### src/rtl/dds_pkg.sv
// dds_pkg: shared state encoding, widths and waveform codes for the DDS tuning controller
package dds_pkg;
  localparam int ADDR_W = 11;
  localparam int TW_W = 32;
  localparam logic [31:0] K_STEP = 32'd179;
  localparam logic [2:0] MODE_SINE = 3'd0;
  localparam logic [2:0] MODE_TRI = 3'd1;
  localparam logic [2:0] MODE_SAW = 3'd2;
  localparam logic [2:0] MODE_SQR = 3'd3;
  typedef enum logic [1:0] {IDLE, CALC, WAIT_WRAP, LOAD} state_t;
endpackage

### src/rtl/dds_shift_add_mul.sv
// dds_shift_add_mul: sequential shift-add multiplier, one multiplier bit per cycle, AW cycles per product
module dds_shift_add_mul #(
  parameter int AW = dds_pkg::ADDR_W,
  parameter int BW = dds_pkg::TW_W
) (
  input  logic          Fg_CLK,
  input  logic          RESET,
  input  logic          start,
  input  logic [AW-1:0] a,
  input  logic [BW-1:0] b,
  output logic          done,
  output logic [BW-1:0] p
);
  localparam int CW = $clog2(AW + 1);
  logic [AW-1:0] a_r;
  logic [BW-1:0] b_r;
  logic [CW-1:0] cnt;
  always_ff @(posedge Fg_CLK or posedge RESET)
    if (RESET) begin
      a_r <= '0;
      b_r <= '0;
      p <= '0;
      cnt <= '0;
    end else if (start) begin
      a_r <= a;
      b_r <= b;
      p <= '0;
      cnt <= CW'(AW);
    end else if (cnt != '0) begin
      p <= a_r[0] ? p + b_r : p;
      a_r <= a_r >> 1;
      b_r <= b_r << 1;
      cnt <= cnt - 1'b1;
    end
  // high during the cycle whose edge performs the final accumulate
  assign done = cnt == CW'(1);
endmodule

### src/rtl/dds_tune_ctrl.sv
// dds_tune_ctrl: converts committed count and mode into a tuning word, applied on a phase-wrap boundary
module dds_tune_ctrl #(
  parameter int          ADDR_W   = dds_pkg::ADDR_W,
  parameter int          TW_W     = dds_pkg::TW_W,
  parameter logic [31:0] K_STEP   = dds_pkg::K_STEP,
  parameter int          WRAP_TMO = 2400000
) (
  input  logic              Fg_CLK,
  input  logic              RESET,
  input  logic [ADDR_W-1:0] Address,
  input  logic              FreqChng,
  input  logic [2:0]        Mode,
  input  logic              PhaseWrap,
  input  logic              LoadAck,
  output logic [TW_W-1:0]   TuneWord,
  output logic [2:0]        WaveSel,
  output logic              TuneLoad,
  output logic              Busy,
  output logic              WrapTmo
);
  import dds_pkg::*;
  localparam int TMO_W = $clog2(WRAP_TMO + 1);
  state_t state, state_nx;
  logic [2:0] mode_q;
  logic pending, req, take, wrap_ok, tmo_hit, mul_done;
  logic [TW_W-1:0] product, applied;
  logic [TMO_W-1:0] tmo_cnt;
  assign req = FreqChng || Mode != mode_q;
  assign take = state == IDLE && (req || pending);
  // a zero word freezes the accumulator, so no wrap will ever arrive
  assign wrap_ok = PhaseWrap || applied == '0;
  assign tmo_hit = tmo_cnt == TMO_W'(WRAP_TMO - 1);
  dds_shift_add_mul #(.AW(ADDR_W), .BW(TW_W)) u_mul (
    .Fg_CLK(Fg_CLK),
    .RESET(RESET),
    .start(take),
    .a(Address),
    .b(TW_W'(K_STEP)),
    .done(mul_done),
    .p(product)
  );
  always_ff @(posedge Fg_CLK or posedge RESET)
    if (RESET) state <= IDLE;
    else state <= state_nx;
  always_comb
    case (state)
      IDLE:      state_nx = take ? CALC : IDLE;
      CALC:      state_nx = mul_done ? WAIT_WRAP : CALC;
      WAIT_WRAP: state_nx = (wrap_ok || tmo_hit) ? LOAD : WAIT_WRAP;
      default:   state_nx = LoadAck ? IDLE : LOAD;
    endcase
  always_comb begin
    TuneLoad = state == LOAD;
    Busy = state != IDLE;
  end
  always_ff @(posedge Fg_CLK or posedge RESET)
    if (RESET) begin
      mode_q <= '0;
      pending <= 1'b0;
      tmo_cnt <= '0;
      TuneWord <= '0;
      WaveSel <= '0;
      WrapTmo <= 1'b0;
      applied <= '0;
    end else begin
      if (take) begin
        mode_q <= Mode;
        pending <= 1'b0;
      end else if (Busy && req) pending <= 1'b1;
      tmo_cnt <= state == WAIT_WRAP ? tmo_cnt + 1'b1 : '0;
      if (state == WAIT_WRAP && state_nx == LOAD) begin
        TuneWord <= product;
        WaveSel <= mode_q;
        WrapTmo <= !wrap_ok;
      end
      if (TuneLoad && LoadAck) applied <= TuneWord;
    end
endmodule

### config.mk
export PLATFORM = sky130hd
export DESIGN_NAME = dds_tune_ctrl
export DESIGN_NICKNAME = d
export VERILOG_FILES = /design/src/rtl/dds_pkg.sv /design/src/rtl/dds_shift_add_mul.sv /design/src/rtl/dds_tune_ctrl.sv
export SDC_FILE = /design/constraint.sdc
export NUM_CORES = 1
export LEC_CHECK = 0
export ABC_AREA = 1
export CORE_UTILIZATION = 30
export DETAILED_ROUTE_END_ITERATION = 12
export HOLD_SLACK_MARGIN = 0.03
export PLACE_DENSITY_LB_ADDON = 0.3
export SLEW_MARGIN = 20
export SYNTH_ARGS = -nofsm -noshare
export SYNTH_HDL_FRONTEND = slang
export SYNTH_HIERARCHICAL = 1
export SYNTH_SLANG_ARGS = --single-unit
### constraint.sdc
create_clock -name Fg_CLK -period 5.6 [get_ports Fg_CLK]
set_input_delay 1.12 -clock Fg_CLK [delete_from_list [all_inputs] [get_ports Fg_CLK]]
set_output_delay 1.12 -clock Fg_CLK [all_outputs]
set_load 0.005 [all_outputs]
==> reports/metrics.yaml, run 1 <==
pwr:
  p_sw_uw: 2670
  p_int_uw: 3430
  p_per_area_nw_per_um2: 521
  clock_power_share: 0.188
  p_sw_frac: 0.438
  combPwrFrac: 0.459
  power_frac_seq: 0.353
  p_leak_uw: 0.00611
  vdd_drop_max_uv: 179
cells_and_area:
  layout-drive-gt1-share: 0.0545
  antennaDiodeCount: 0
  multi_input_area_um2: 4770
  final_nets: 1491
  register_area_um2: 4380
  area_growth_pct: 16.2
  num-fill-cells: 3468
sta:
  setup_tns_ps: 0
  finalClockSkew_ps: 13.8
  final_max_slew_viol_count: 0
  fin_crit_sh: 0.609
  hold_viol: 0
  slew_headroom: 0.372
  rsz0062_at_grt: "false"
  maxClockFrequency_mhz: 293
  period_minus_slack_ps: 3410
  setup_viol_count_final: 0
  worst_slack_ps: 2190
  worst_slew_pin_slew_ps: 940
setup_path:
  critPathMaxFanout: 51
  worstPathCellList: "clkdlybuf4s50_1 > or2_2 > nor3_1 > nand2_1 > nand2_1 > clkinv_1 > buf_4 > nor2_4 > nand2_2 > inv_2 > nand3_1 > nand2_1"
  critPathTopFamily: "simple AND/OR/NAND/NOR gates"
  path_buf_inv: 4
  crit_path_top_delay_cell: "inv_2"
  start_kind: "input pin"
  crit_path_max_incr_delay_ps: 420
  crit_path_end_kind: "flop"
  cp_common_cell: "nand2_1"
  required_ps: 5970
  cp_data_arrival_time_ps: 3780
  crit_type: "in -> reg"
synthesis:
  ys_warn_count: 6
  synth_most_common_cell: "nand2_1"
  synth_cell_type_count: 50
  ys_seq_area_frac: 0.435
  synth_seq_cells: 175
  synthArstFlopShare: 1.00
  postSynthAreaPerCell_um2: 7.39
  synth_area_um2: 10100
  ys.flop_type: "dfrtp_1"
  netlist_top_cells_count: "nand2_1, inv_1, dfrtp_1, nor2_1, nand3_1"
  synth_top_area_share: 0.435
  synth_largest_area_cell: "dfrtp_1"
  synth_cells: 1363
  synth-edff-count: 0
  synth_area_leaders: "dfrtp_1, nand2_1, inv_1, nand3_1, ha_1"
clock_tree:
  postCtsSetupRepairBufs: 0
  clkLatencyLatePin_ps: 440
  cts_resized: 0
  clkSinkCount: 175
  ctsHoldBuffers: 0
  cts_tree: "done"
  clk_pin_slew_ps: 70
  root_buffer: "clkbuf_16"
  cts.path.max_buffers: 2
  htreeDepth: 4
  cts-buffers-inserted: 17
flow_run:
  drv_cap: 0
routing:
  via_per_inst: 4.54
  dr.pass1.iters: 5
  post_drt_wl_per_cell_um: 13.4
  drtIter0Drc: 517
  post-route-drc-count: 0
  finalWirelength_um: 25300
  vias: 8595
  postRouteAntennaNets: 0
die:
  die_w_um: 185
  die_height_um: 185
  io_pins: 57
  core_um2: 32800
  die_area_um2: 34300
  num_rows: 66
  start_util: 0.307
status:
  status: "complete, no violations"
global_route:
  grt_pass1_wl_um: 41900
  grt.overflow.total: 0
  antenna_found_initial: 0
  grt_pass1_vias: 8111
  grt_max_degree: 70
  groute.usage.overall: 0.157
placed_design:
  dp_slack_ps: 1740
  dp_hpwl_um: 18900
  gp_routability_congestion: 0.851
  io_buffers: 56
min_path:
  hold_class: "reg -> reg"
==> state kept, by name, indices dropped and copies added (netlist names) <==
signal,flops
u_mul/p,32
TuneWord,32
applied,32
u_mul/b_r,32
tmo_cnt,22
WaveSel,3
WrapTmo,1
u_mul/a_r,11
mode_q,3
u_mul/cnt,4
pending,1
state,2
==> routing by layer <==
layer | track usage | share of wire | up-vias
li1 | - | - | 4395
met1 | 0.225 | 0.51 | 4005
met2 | 0.237 | 0.43 | 176
met3 | 0.0275 | 0.045 | 19
met4 | 0.0499 | 0.012 | 0
met5 | 0 | 0 | -
==> worst reg2reg max path: cells and delay by family, from the launching register on <==
kind / cells / cell delay (ps)
simple gates: 8 / 1430
flops: 1 / 370
buf+inv: 3 / 840
==> power by group through the flow <==
stage          registers, uW  logic (uW)  clock network, uW
2_1_floorplan           2010        2060                  0
3_3_place_gp            2160        2750                  0
3_5_place_dp            2170        2800                  0
4_1_cts                 2150        2810               1180
5_1_grt                 2210        3210               1230
6_report                2150        2800               1150
==> cell families (layout without fill, tap and decap cells) <==
kind of cell,count (synthesis),after routing,share of synthesized area
other,2,32,0.000746
buffers and inverters,256,313,0.104
adders and majority gates,35,35,0.0442
xor gates and xnor gates,14,14,0.0122
DFF,175,175,0.435
and+or+nand+nor,740,740,0.303
AOI/OAI and AO/OA,141,141,0.101
==> final timing paths <==
| kind | end | slack [ps] | depth (start not counted) | start |
|---|---|---|---|---|
| max | u_mul/p[23] | 2190 | 12 | FreqChng |
| min | tmo_cnt[0] | 460 | 1 | tmo_cnt[0] |
| max reg2reg | u_mul/p[23] | 2920 | 11 | pending |
| min reg2reg | tmo_cnt[0] | 460 | 1 | tmo_cnt[0] |
| max in group asynchronous | WaveSel[2] | 3360 | 3 | RESET |
| min in group asynchronous | u_mul/p[13] | 1300 | 2 | RESET |
==> cell type report <==
cell class,instances,area share
timing repair buffer,61,0.0528
multi-input combinational,962,0.407
sequential,175,0.374
clock inverter,12,0.00855
tap,442,0.0472
clock buffer,20,0.0390
inverter,220,0.0712
==> cells in the final DEF, fill, tap and decap left out, types with 3 or more instances in the layout <==
master	count
nand2_1	518
inv_1	211
dfrtp_1	175
nor2_1	92
nand3_1	90
clkdlybuf4s50_1	56
o21ai_0	44
a21oi_1	37
ha_1	34
conb_1	32
o221ai_1	18
o221ai_2	18
clkbuf_16	17
nor3_1	14
xor2_1	7
xnor2_1	7
nand4_1	5
o21ai_1	5
nand3b_1	4
inv_6	4
buf_4	4
inv_2	4
inv_4	3
nand2_2	3
o21bai_1	3
a22oi_1	3
==> stage by stage <==
| step | util | hold slack (ps) | power, uW | area (um^2) | std cells |
|---|---|---|---|---|---|
| 6_report | 0.357 | 459 | 6100 | 11700 | 1892 |
| 5_1_grt | 0.357 | 499 | 6640 | 11700 | 1892 |
| 4_1_cts | 0.356 | 468 | 6140 | 11700 | 1891 |
| 3_5_place_dp | 0.339 | 459 | 4970 | 11100 | 1859 |
| 3_3_place_gp | 0.339 | 446 | 4920 | 11100 | 1859 |
| 2_1_floorplan | - | 425 | 4070 | 10200 | 1393 |
Note: power is estimated with default switching activity, not from simulation.
==> inputs of run 2 (changes only) <==
clock period = 3.5 ns   (was 5.6 ns; I/O delays follow)
==> run 2 against run 1 <==
Global-route usage decreased by 0.18 points. Cell count is 0.37% higher. Register-to-register slack got worse by 1800 ps. Power rose by 62%. Largest power group unchanged. Via count down 0.73%. Clock skew decreased by 3.1 ps. Routed wire length decreased by 2.1%. Die area did not move. Setup slack got worse by 1400 ps. Combinational power up 63%.
==> reports/metrics.yaml, run 2 (synthesis gave the netlist of run 1 again) <==
die:
  die_area_um2: 34300
  die_height_um: 185
  die_w_um: 185
  io_pins: 57
  num_rows: 66
  core_um2: 32800
  start_util: 0.307
sta:
  fin_crit_sh: 0.762
  setup_viol_count_final: 0
  finalClockSkew_ps: 10.7
  maxClockFrequency_mhz: 375
  final_max_slew_viol_count: 0
  worst_slew_pin_slew_ps: 839
  worst_slack_ps: 833
  period_minus_slack_ps: 2670
  hold_viol: 0
  rsz0062_at_grt: "false"
  slew_headroom: 0.440
  setup_tns_ps: 0
routing:
  post-route-drc-count: 0
  drtIter0Drc: 521
  finalWirelength_um: 24800
  postRouteAntennaNets: 0
  dr.pass1.iters: 5
  via_per_inst: 4.49
  post_drt_wl_per_cell_um: 13.1
  vias: 8532
setup_path:
  reg2reg_slack_ps: 1150
  ff2ff_path_depth: 9
  critPathTopFamily: "buffers and inverters"
  start_kind: "input pin"
  crit_type: "in -> reg"
  crit_path_max_incr_delay_ps: 390
  critPathMaxFanout: 38
  reg2reg_to: "u_mul/b_r[30]"
  endpoint: "u_mul/b_r[30]"
  startpoint: "FreqChng"
  crit_path_end_kind: "flop"
  worstPathCellList: "clkdlybuf4s50_1 > or2_2 > nor3_1 > nand2_1 > nand2_1 > clkinv_1 > buf_4 > nor2_8 > inv_2 > o221ai_1"
  cp_common_cell: "nand2_1"
  required_ps: 3830
  crit_path_top_delay_cell: "clkdlybuf4s50_1"
  cp.depth: 10
  r2r-start: "pending"
  path_buf_inv: 4
  cp_data_arrival_time_ps: 3000
clock_tree:
  htreeDepth: 4
  cts_tree: "done"
  cts_resized: 0
  ctsHoldBuffers: 0
  clkLatencyLatePin_ps: 430
  cts-buffers-inserted: 17
  cts.path.max_buffers: 2
  clk_pin_slew_ps: 70
  clkSinkCount: 175
  root_buffer: "clkbuf_16"
  postCtsSetupRepairBufs: 0
cells_and_area:
  final_nets: 1498
  antennaDiodeCount: 0
  fin_cells: 1899
  layout.cells.most_common: "nand2_1"
  area_growth_pct: 17.2
  finalInstanceArea_um2: 11800
  final_cell_mix: "nand2_1, inv_1, dfrtp_1"
  num-fill-cells: 3458
  layout-drive-gt1-share: 0.0597
placed_design:
  placed_area_um2: 11200
  dp_hpwl_um: 18600
  numPlacedInstances: 1867
  gp_routability_congestion: 0.909
  io_buffers: 56
  dp_slack_ps: 392
pwr:
  p_per_area_nw_per_um2: 836
  p_leak_uw: 0.00616
  vdd_drop_max_uv: 377
  power_frac_seq: 0.347
  p_int_uw: 5540
  p_sw_frac: 0.438
  combPwrFrac: 0.462
  p_sw_uw: 4320
  clock_power_share: 0.191
  total_power_uw: 9870
flow_run:
  drv_cap: 0
global_route:
  grt_pass1_wl_um: 41500
  grt_max_degree: 80
  groute.usage.overall: 0.155
  antenna_found_initial: 0
  grt.overflow.total: 0
  grt_pass1_vias: 8119
min_path:
  hold_class: "reg -> reg"
status:
  status: "complete, no violations"
run 2: cell count changes in the layout (fill, tap and decap cells not counted):
cell / delta
buf_12: +3
buf_16: -1
buf_4: +5
clkbuf_1: -1
clkbuf_8: -1
clkinv_4: +2
clkinv_8: +2
clkinvlp_4: -2
inv_4: -1
inv_6: -1
inv_8: +2
run 2: area by class of cell:
cell class | count | area [um^2] | area share
Clock buffer | 18 | 439 | 0.0372
Clock inverter | 14 | 144 | 0.0122
Inverter | 220 | 832 | 0.0705
Multi-Input combinational cell | 962 | 4770 | 0.404
Sequential cell | 175 | 4380 | 0.371
Tap cell | 442 | 553 | 0.0469
Timing Repair Buffer | 68 | 688 | 0.0583
run 2: per-layer routing:
layer	global-route usage	vias to the layer above	wire length [um]
li1	-	4420	-
met1	0.226	3930	13100
met2	0.230	150	10400
met3	0.0252	32	835
met4	0.0552	0	552
met5	0	-	0
run 2: through the flow:
step / utilization / hold WS [ps]
after floorplan: - / 425
after detailed placement: 0.342 / 451
after global routing: 0.360 / 482
final: 0.360 / 459
after global placement: 0.342 / 447
after CTS: 0.360 / 461
run 2: power by group through the flow:
stage	clock network, uW	logic [uW]	registers (uW)
6_report	1880	4560	3430
5_1_grt	2030	5230	3510
4_1_cts	1940	4580	3420
3_5_place_dp	0	4570	3460
3_3_place_gp	0	4490	3450
2_1_floorplan	0	3300	3210
run 2: how the worst min path moves through the flow:
stage | from | endpoint | cells past startpoint
6_report | tmo_cnt[0] | tmo_cnt[0] | 1
5_1_grt | tmo_cnt[0] | tmo_cnt[0] | 1
3_5_place_dp | tmo_cnt[0] | tmo_cnt[0] | 1
4_1_cts | tmo_cnt[0] | tmo_cnt[0] | 1
2_1_floorplan | tmo_cnt[0] | tmo_cnt[0] | 1
3_3_place_gp | tmo_cnt[0] | tmo_cnt[0] | 1
==> edit 1 (flow settings as in run 2) <==
`ADDR_W`: 11 -> 13.
--- a/src/rtl/dds_pkg.sv
+++ b/src/rtl/dds_pkg.sv
@@ -2,3 +2,3 @@
 package dds_pkg;
-  localparam int ADDR_W = 11;
+  localparam int ADDR_W = 13;
   localparam int TW_W = 32;
Interface: changed (resized Address); port bits go from 57 to 59. The function was not compared with the original's and may differ.
==> edit 1 against run 2 <==
Global-route usage is 0.46 points higher; sequential cell count up 2; setup slack improved by 0.17 ns; synthesized area rose by 0.31%; register-to-register slack improved by 0.06 ns; power decreased by 2.1%; first-iteration DRC count grew 15%; utilization increased by 0.18 points; routed wire length grew 4.0%; critical path type unchanged; critical endpoint is now u_mul/b_r[8]; final area is 0.74% higher; via count rose by 3.8%.
==> edit 1: results (changes against run 2) <==
logic_synthesis:
  synth_top_cells_by_count: "536 x nand2_1, 186 x inv_1, 177 x dfrtp_1, 145 x nand3_1, 92 x nor2_1"
  syn_inst: 1413  # +3.7%
  ys_seq_area_share_pct: 43.8  # +0.36 points
  ys_async_sr_fraction_pct: 100  # unchanged
  synth.distinct_cells: 45  # -10%
global_route:
  met2_usage_pct: 23.6  # +0.63 points
  grt_pass1_wl_um: 42800  # +3.1%
  grt_use_met1_pct: 23.6  # +1.0 points
  track_usage_pct: 16.0  # +0.46 points
  grt_util_met3_pct: 3.35  # +0.83 points
  grt_pass1_vias: 8191  # +0.89%
  grt_max_degree: 76  # -5.0%
layout:
  buffer_area_share_pct: 6.25  # +0.42 points
  multi_input_gates: 1033  # +7.4%
  clock_area_share_pct: 5.01  # +0.069 points
  fillers: 3537  # +2.3%
  fin_nets: 1550  # +3.5%
  ff_latch_area_sq_mm: 0.00443  # +1.1%
  drive_gt1_share_pct: 5.05  # -0.92 points
  n_all_inverters: 191  # -13%
  clock_buffers: 17  # -1
  nNonClkBuffers: 73  # +7.4%
  sh_seq_area_pct: 37.3  # +0.15 points
worst_setup_path:
  critPathMaxFanout: 27  # -29%
  r2r_cells: 13  # +4
  critical_path.reg2reg.startpoint: "u_mul/b_r[0]"
  ff2ff_setup_slack_ns: 1.21  # +0.06 ns
  critical_path_arrival_ns: 2.85  # -0.15 ns
  crit_path_end: "u_mul/b_r[8]"
  r2r_end: "u_mul/p[24]"
place:
  placedInstanceArea_sq_mm: 0.0113  # +0.67%
  dp.cells: 1916  # +2.6%
  portBuffers: 58  # +3.6%
  dpl.hpwl_um: 19100  # +2.8%
  place.gp.congestion: 0.900  # -0.98%
  post-place-ws_ns: 0.480  # +0.0883 ns
detailed_routing:
  vias: 8858  # +3.8%
  wl_met3_um: 1210  # +45%
  met1_length_um: 13300  # +1.5%
  avgRoutedWirePerCell_um: 13.2  # +1.4%
  route.met2.wl_um: 11000  # +6.7%
  viasPerCell: 4.55  # +1.2%
timing:
  fin_skew_ns: 0.0141  # +0.00340 ns
  fin_crit_sh_pct: 71.3  # -4.9 points
  tightest_slew_ns: 0.820  # -0.0193 ns
  holdWs_ns: 0.465  # +0.00640 ns
clocking:
  clk_latency_ns: 0.46  # +0.03 ns
power_and_ir_drop:
  p_leak_uw: 0.00622  # +0.97%
  peakVddDrop_uv: 380  # +0.79%
run_status:
  outcome: "completed"
[edit 1: cell types whose count changed after synthesis, moves of 6 or more]
cell / before / now
a21oi_1: 37 / 46
inv_1: 214 / 186
o221ai_1: 18 / 0
clkbuf_1: 11 / 20
nand3_1: 90 / 145
nor3_1: 14 / 22
o221ai_2: 18 / 0
o21ai_0: 44 / 50
nand2_1: 518 / 536
[edit 1: cells by family (layout without fill, tap and decap cells)]
| logic type | Yosys count | in the layout | share of synthesized area [%] |
|---|---|---|---|
| buffers and inverters | 233 | 296 | 9.37 |
| AOI/OAI and AO/OA | 125 | 125 | 6.86 |
| DFF | 177 | 177 | 43.8 |
| and+or+nand+nor | 826 | 826 | 34.1 |
| other | 2 | 32 | 0.0743 |
| adders and majority gates | 36 | 36 | 4.53 |
| xor gates and xnor gates | 14 | 14 | 1.21 |
[edit 1: where the power goes]
| part | switching, uW | internal, uW |
|---|---|---|
| combinational | 2600 | 1650 |
| sequential | 650 | 2790 |
| clock | 955 | 1020 |
==> edit 2 (config.mk and constraints of run 2) <==
Made on the original files. Register the input `Mode` before use. The logic sees it one clock later. The other inputs are not delayed to match.
--- a/src/rtl/dds_tune_ctrl.sv
+++ b/src/rtl/dds_tune_ctrl.sv
@@ -22,2 +22,9 @@
   localparam int TMO_W = $clog2(WRAP_TMO + 1);
+
+  logic [2:0] Mode_q;
+
+  always_ff @(posedge Fg_CLK) begin
+    Mode_q <= Mode;
+  end
+
   state_t state, state_nx;
@@ -27,3 +34,3 @@
   logic [TMO_W-1:0] tmo_cnt;
-  assign req = FreqChng || Mode != mode_q;
+  assign req = FreqChng || Mode_q != mode_q;
   assign take = state == IDLE && (req || pending);
@@ -66,3 +73,3 @@
       if (take) begin
-        mode_q <= Mode;
+        mode_q <= Mode_q;
         pending <= 1'b0;
Formal check against the unedited RTL: not equivalent (Yosys sat finds a counterexample within 4 cycles, from zero or initial values and one cycle with RESET high).
==> edit 2 against run 2 <==
Setup slack gained 0.045 ns; final area increased by 0.39%; synthesized area increased by 0.79%; sequential cell count increased by 3; routed wire length increased by 2.7%; count of clock-buffer cells in the layout down 1; sequential power barely moved; power fell by 1.9%; die area grew 0.78%.
==> edit 2: results (changes against run 2) <==
power_and_ir_drop:
  p_switching_uw: 4240  # -2.0%
  peakVddDrop_uv: 273  # -28%
  p_leak_uw: 0.00618  # +0.23%
global_route:
  grt_pass1_wl_um: 42400  # +2.1%
  grt_pass1_vias: 8290  # +2.1%
  grt_use_met1_pct: 22.1  # -0.47 points
  grt_util_met3_pct: 2.54  # +0.027 points
  met2_usage_pct: 24.4  # +1.4 points
  track_usage_pct: 15.7  # +0.19 points
  grt_max_degree: 56  # -30%
run_status:
  outcome: "completed"
detailed_routing:
  vias: 8548  # +0.19%
  drt-total-wl_um: 25500  # +2.7%
  viasPerCell: 4.47  # -0.44%
  drt-initial-drc-count: 530  # +1.7%
  route.met2.wl_um: 11300  # +8.8%
  wl_met3_um: 1010  # +21%
  met1_length_um: 12900  # -1.5%
timing:
  fin_skew_ns: 0.0151  # +0.00436 ns
  slew_headroom_pct: 43.5  # -0.51 points
  fin_crit_sh_pct: 74.9  # -1.3 points
  holdWs_ns: 0.461  # +0.00198 ns
worst_setup_path:
  r2r_cells: 10  # +1
  critPathMaxFanout: 19  # -50%
  ff2ff_setup_slack_ns: 1.19  # +0.04 ns
  critPathTopFamily: "simple AND/OR/NAND/NOR gates"
  crit_path_end: "u_mul/p[29]"
place:
  place.gp.congestion: 0.939  # +3.4%
  dpl.hpwl_um: 19200  # +3.0%
  post-place-ws_ns: 0.411  # +0.0192 ns
  placedInstanceArea_sq_mm: 0.0113  # +0.55%
layout:
  antenna_cells: 0  # unchanged
  fin_nets: 1504  # +0.40%
  drive_gt1_share_pct: 5.95  # -0.024 points
logic_synthesis:
  syn_inst: 1370  # +0.51%
  ys_seq_area_share_pct: 43.7  # +0.25 points
  ys_async_sr_fraction_pct: 98.3  # -1.7 points
  synth_area_leaders: "dfrtp_1 43%, nand2_1 19%, inv_1 7.8%, nand3_1 4.4%, ha_1 4.2%"
clocking:
  clk_latency_ns: 0.45  # +0.02 ns
## edit 2: power by group through the flow
stage | clock network [uW] | registers [uW] | logic, uW
after detailed placement | 0 | 3490 | 4360
after floorplan | 0 | 3230 | 3200
after global routing | 2020 | 3530 | 5040
after global placement | 0 | 3480 | 4290
final | 1880 | 3440 | 4350
after CTS | 1940 | 3450 | 4380
## edit 2: cell families (layout without fill, tap and decap cells)
kind of cell	Yosys count	after routing	share of synthesized area (%)
XOR/XNOR	14	14	1.21
flip-flops	178	178	43.7
adder cells (fa/ha/maj)	35	35	4.39
other	2	32	0.0740
buffers and inverters	250	313	10.1
AND/OR/NAND/NOR	753	753	30.6
AO/OA/AOI/OAI	138	138	9.91
## edit 2: final cells by class
cell class / instances / area, sq um
fill: 3501 / 21600
multi-input combinational: 972 / 4810
sequential: 178 / 4440
inverter: 215 / 813
timing repair buffer: 66 / 661
tap: 448 / 561
clock buffer: 17 / 425
clock inverter: 15 / 143
